==> config.mk <==
export PLATFORM = sky130hd
export DESIGN_NAME = fwd_scoreboard
export DESIGN_NICKNAME = d
export VERILOG_FILES = /design/src/rtl/fwd_scoreboard.sv
export SDC_FILE = /design/constraint.sdc
export NUM_CORES = 1
export LEC_CHECK = 0
export BUFFER_PORTS_ARGS = -buffer_cell sky130_fd_sc_hd__buf_2
export CAP_MARGIN = 40
export CORE_AREA = 4 4 187 98
export CTS_CLUSTER_SIZE = 8
export DETAILED_ROUTE_END_ITERATION = 10
export DIE_AREA = 0 0 191 102
export PLACE_DENSITY = 0.66
export SYNTH_ARGS = -nofsm -noshare
export SYNTH_HDL_FRONTEND = slang
export SYNTH_SLANG_ARGS = --single-unit
==> constraint.sdc <==
create_clock -name clk -period 4.1 [get_ports clk]
set_input_delay 0.41 -clock clk [delete_from_list [all_inputs] [get_ports clk]]
set_output_delay 0.41 -clock clk [all_outputs]
set_load 0.005 [all_outputs]
==> src/rtl/fwd_scoreboard.sv <==
// Forwarding / load-use hazard unit for the pipelined rv32i core. Tracks destination
// tags for EX..WB and resolves each decode source against the youngest in-flight producer.
module fwd_scoreboard #(
  parameter int          XLEN         = 32,
  parameter int          NUM_SRC      = 2,
  parameter int          NUM_STG      = 3,
  parameter int          LOAD_RDY_STG = 2,
  parameter logic [31:0] CNT_RST_VAL  = 32'd0,
  localparam int         SEL_W        = $clog2(NUM_STG + 1)
) (
  input  logic                           clk,
  input  logic                           rst_n,
  input  logic                           id_valid,
  input  logic [NUM_SRC-1:0][4:0]        id_rs,
  input  logic [NUM_SRC-1:0]             id_rs_used,
  input  logic [4:0]                     id_rd,
  input  logic                           id_we,
  input  logic                           id_is_load,
  input  logic                           pipe_advance,
  input  logic                           flush,
  input  logic [NUM_STG-1:0][XLEN-1:0]   stage_data,
  input  logic [NUM_SRC-1:0][XLEN-1:0]   rf_data,
  output logic [NUM_SRC-1:0][SEL_W-1:0]  fwd_sel,
  output logic [NUM_SRC-1:0][XLEN-1:0]   fwd_data,
  output logic                           stall_id,
  output logic [31:0]                    stall_cnt
);

  logic [NUM_STG-1:0]      vld_q, vld_d;
  logic [NUM_STG-1:0]      we_q, we_d;
  logic [NUM_STG-1:0]      ld_q, ld_d;
  logic [NUM_STG-1:0][4:0] rd_q, rd_d;
  logic [31:0]             cnt_q, cnt_d;
  logic [NUM_SRC-1:0]      hit;
  logic                    ld_hazard;
  logic                    accept;

  function automatic logic [31:0] sat_inc(input logic [31:0] v);
    return (v == 32'hFFFF_FFFF) ? v : v + 32'd1;
  endfunction

  // Source resolution; LOAD_RDY_STG is in fwd_sel units, so a load in stage k
  // is usable once k+1 >= LOAD_RDY_STG (default: usable from MEM).
  always_comb begin
    ld_hazard = 1'b0;
    hit       = '0;
    for (int s = 0; s < NUM_SRC; s++) begin
      fwd_sel[s]  = '0;
      fwd_data[s] = rf_data[s];
      for (int k = 0; k < NUM_STG; k++) begin
        if (!hit[s] && id_valid && id_rs_used[s] && vld_q[k] && we_q[k] &&
            (rd_q[k] == id_rs[s]) && (id_rs[s] != 5'd0)) begin
          hit[s]      = 1'b1;
          fwd_sel[s]  = SEL_W'(k + 1);
          fwd_data[s] = stage_data[k];
          if (ld_q[k] && ((k + 1) < LOAD_RDY_STG)) ld_hazard = 1'b1;
        end
      end
    end
  end

  assign stall_id  = ld_hazard & ~flush;
  assign stall_cnt = cnt_q;
  assign accept    = id_valid & ~stall_id & ~flush;

  always_comb begin
    vld_d = vld_q;
    we_d  = we_q;
    ld_d  = ld_q;
    rd_d  = rd_q;
    if (pipe_advance) begin
      for (int k = NUM_STG - 1; k >= 1; k--) begin
        vld_d[k] = vld_q[k-1];
        we_d[k]  = we_q[k-1];
        ld_d[k]  = ld_q[k-1];
        rd_d[k]  = rd_q[k-1];
      end
      vld_d[0] = accept;
      we_d[0]  = id_we;
      ld_d[0]  = id_is_load;
      rd_d[0]  = id_rd;
    end
    cnt_d = stall_id ? sat_inc(cnt_q) : cnt_q;
  end

  // Stage boundary: shadow tags advance with the pipeline
  always_ff @(posedge clk or negedge rst_n) begin
    if (!rst_n) begin
      vld_q <= '0;
      cnt_q <= CNT_RST_VAL;
    end else begin
      vld_q <= vld_d;
      cnt_q <= cnt_d;
    end
  end

  always_ff @(posedge clk) begin
    we_q <= we_d;
    ld_q <= ld_d;
    rd_q <= rd_d;
  end

endmodule
* Yosys cells after proc, flatten, opt, wreduce, memory -nomap -nowiden *
Cells that the tools add are included.

word-level totals
  register bits after elaboration = 54
  latch bits = 0
  RAM bits = 0
  bits in read-only memories = 0
  input bits = 184
  output and inout bits = 101
  memories = 0

cells by class
  $add $sub $neg = 1
  multipliers = 0
  div/mod/pow operators = 0
  order comparisons = 0
  eq/ne operators = 7
  shift operators = 0
  multiplexer cells = 20
  bitwise gates (word level) = 6
  reductions and logical operators = 41

operator list
  kind                                            count
  2-to-1 mux 32 bit                               6
  logical AND 1 bit                               34
  adder 32 x 1 -> 32 bit (second input constant)  1
  == test 32 bit (second input constant)          1
  == test 5 bit                                   6
  2-to-1 mux 1 bit                                10
  nonzero test 5 bit                              2
  2-to-1 mux 2 bit                                4
  zero test 1 bit                                 4
  bitwise AND 1 bit                               3
  inverter 1 bit                                  3
  AND reduction 2 bit                             1

* Longest topological paths before layout *
  depth in word-level cells = 22
  gate-level depth with buffers = 9
  gate-level depth less buffers = 7

* Worst setup path after synthesis *
OpenSTA, ideal clock, no wires.

  path kind = input-to-output
  from = input id_rs[5] (netlist name)
  to = output fwd_data[43] (netlist name)
  arrival time = 2.343 ns
  setup slack = 1.347 ns
  stages = 8
  buffers on the path = 2
  cell sequence = or4_1 -> nor2_2 -> or4_4 -> buf_6 -> buf_6 -> mux2_4 -> mux2_2 -> mux2_2

RTL lines
  what             line  source
  start, declared  14    input logic [NUM_SRC-1:0][4:0] id_rs,
  end, declared    24    output logic [NUM_SRC-1:0][XLEN-1:0] fwd_data,

==> results.sh <==
export IMPL_synth_top_area_share_pct=20.5
export IMPL_cts_buffers=5
export IMPL_critPathCapture="fwd_data[61]"
export IMPL_initial_utilization_pct=30.2
export IMPL_multi_input_area_um2=3470
export IMPL_antenna_found_initial=1
export IMPL_drc=0
export IMPL_fin_skew_ns=0.0109
export IMPL_die_width_um=191
export IMPL_power_density_nw_per_um2=197
export IMPL_postRouteAntennaNets=0
export IMPL_port_buffers=284
export IMPL_detail_route_wl_per_cell_um=18.3
export IMPL_cp_required_ns=3.69
export IMPL_outcome="finished clean"
export IMPL_ys_flop_type="dfrtp_1"
export IMPL_clock_sinks=54
export IMPL_post_route_util_pct=40.9
export IMPL_yosysWarnings=0
export IMPL_leakagePower_nw=3.24
export IMPL_place_ws_ns=0.809
export IMPL_core_area_um2=16900
export IMPL_first_global_vias=5000
export IMPL_first_pass_iters=4
export IMPL_critPathKind="flop to output pin"
export IMPL_worstMarginPinSlew_ns=0.819
export IMPL_reg2reg_slack_ns=1.58
export IMPL_cts_root_buf="clkbuf_16"
export IMPL_rsz0062_at_grt="false"
export IMPL_regArea_um2=1450
export IMPL_power_mw=1.36
export IMPL_post_cts_resized=0
export IMPL_async_reset_ff_share_pct=64.8
export IMPL_routed_wl_mm=18.2
export IMPL_min_period_over_period_pct=85.5
export IMPL_yosysTopAreaCell="mux2_2"
export IMPL_grt_pass1_wl_mm=27.1
export IMPL_critPathArrivalTime_ns=3.10
export IMPL_clock_path_buffers=2
export IMPL_fin_crit_ns=3.51
export IMPL_dpl_hpwl_mm=14.6
export IMPL_clkLatencyLatePin_ns=0.30
export IMPL_drive_gt1_share_pct=56.7
export IMPL_ir_drop_mv=0.160
export IMPL_cts_tree="done"
export IMPL_place_area_um2=6750
export IMPL_min_path_type="input port to asynchronous set/reset pin"
export IMPL_fill_cells=1681
export IMPL_slew_headroom_pct=45.4
export IMPL_nNetsFinal=943
export IMPL_synth_area_um2=5100
export IMPL_die_h_um=102
export IMPL_via_count=5088
export IMPL_syn_to_final_growth_pct=35.2
export IMPL_worstSetupStartpoint="rd_q[1]"
export IMPL_ys_seq_area_share_pct=28.3
export IMPL_die_area_um2=19500
export IMPL_post_cts_buffers=0
export IMPL_cp_start_kind="flop"
export IMPL_ios=285
export IMPL_stdcell_area_um2=6900
export IMPL_htreeDepth=2
export IMPL_netlist_top_cells_count="mux2_2 (93), xnor2_1 (47), nor4_1 (36), dfrtp_1 (35), a21oi_1 (33)"
export IMPL_synthCells=492
export IMPL_gp_congestion=0.921
export IMPL_syn_area_per_cell_um2=10.4
export IMPL_hold_viol_final=0
export IMPL_endpoint_kind="output pin"
export IMPL_hold_buffers=0
export IMPL_synth_area_leaders="mux2_2 (21%), dfrtp_1 (17%), edfxtp_1 (11%), xnor2_1 (8.1%), mux2_4 (7.9%)"
export IMPL_rr_worst_depth=7
export IMPL_ys_ff_latch=54
export IMPL_synth_distinct_cells=39
export IMPL_drv_slew=0
export IMPL_rows=34
export IMPL_maxCapViolCount=0
export IMPL_setup_viol=0
export IMPL_setup_slack_ns=0.595
export IMPL_timing_rr_start="rd_q[1]"
export IMPL_finalSetupTns_ns=0
export IMPL_grt_usage_pct=17.3
export IMPL_timing_fmax_mhz=285
export IMPL_n_antenna_cell=0
export IMPL_grt_overflow_total=0
export IMPL_viasPerCell=5.12
export IMPL_r2r_end="stall_cnt[27]"
export IMPL_synthMostInstantiatedCell="mux2_2"
export IMPL_synth_edf_count=19
export IMPL_grt_max_degree=48
export IMPL_path_clk_slew_ns=0.08
export IMPL_mappedNetlistNets=677
export IMPL_drtIter0Drc=219
export IMPL_path_max_fanout=32
[registers in the layout, indices dropped and copies added (netlist names)]
name / cells
ld_q: 1
rd_q: 15
stall_cnt: 32
vld_q: 3
we_q: 3
[power breakdown]
part | internal, mW | leakage, nW | switching (mW)
Clock | 0.246 | 0.0770 | 0.206
Sequential | 0.579 | 0.667 | 0.0180
Combinational | 0.179 | 2.49 | 0.134
Total | 1.00 | 3.24 | 0.358
[metal layers]
metal,vias up,wire [µm],track usage [%]
met1,2444,8750,25.8
met5,-,19,0
li1,2394,-,-
met4,2,231,3.64
met2,230,7640,25.3
met3,18,1530,4.61
[worst min-delay path by stage]
stage,depth (start not counted),slack [ns],start,endpoint
floorplan,0,0.11,rst_n,stall_cnt[0]
global placement,1,0.48,stall_cnt[30],stall_cnt[30]
detailed placement,1,0.48,stall_cnt[30],stall_cnt[30]
CTS,1,0.23,rst_n,stall_cnt[30]
global route,1,0.26,id_rd[4],rd_q[4]
finish,1,0.20,rst_n,stall_cnt[30]
[worst max-delay path, cell delays in order, from the launching register on]
cell and delay, ns:
edfxtp_1 0.47, xnor2_1 0.20, nand4_1 0.10, or4_4 0.60, nand4_1 0.16, buf_4 0.44
mux2_2 0.39, mux2_2 0.26, buf_2 0.14
[cell families (layout without fill, tap and decap cells)]
| family | count (synthesis) | after routing | synth area share, % |
|---|---|---|---|
| muxes | 163 | 163 | 37.2 |
| and+or+nand+nor | 135 | 135 | 15.6 |
| buffers and inverters | 40 | 307 | 3.95 |
| adders and majority gates | 1 | 1 | 0.245 |
| xor gates and xnor gates | 59 | 59 | 10.1 |
| DFF | 54 | 54 | 28.3 |
| AOI/OAI and AO/OA | 40 | 40 | 4.58 |
[final cells by class]
class,instances,share of cell area [%]
multi-input cells,398,50.2
clock inverters,2,0.254
flip-flops and latches,54,20.9
repair buffers,294,22.0
inverters,5,0.272
clock buffers,6,2.01
well taps,234,4.24
[per-stage QoR]
stage / hold slack [ns] / instances
3_5_place_dp: 0.478 / 985
5_1_grt: 0.260 / 993
2_1_floorplan: 0.114 / 492
3_3_place_gp: 0.481 / 985
6_report: 0.200 / 993
4_1_cts: 0.231 / 993
[layout by cell type (no fill, tap or decap), types with 3 or more instances in the layout]
cell type and count:
nor2_1 9, buf_4 8, a21oi_1 33, inv_1 5, and4_1 4, nand3b_1 3
dfrtp_1 35, or4_1 3, mux2_4 27, nor4_1 35, mux2_2 93, xnor2_1 47
mux2i_1 32, clkbuf_16 5, edfxtp_1 19, nand3_1 11, nand4_1 19, xor2_1 12
buf_2 284, mux2_1 11, and3_1 17, nand2_1 18, nor3_1 3
No activity file was read; power rests on OpenSTA's default activity.
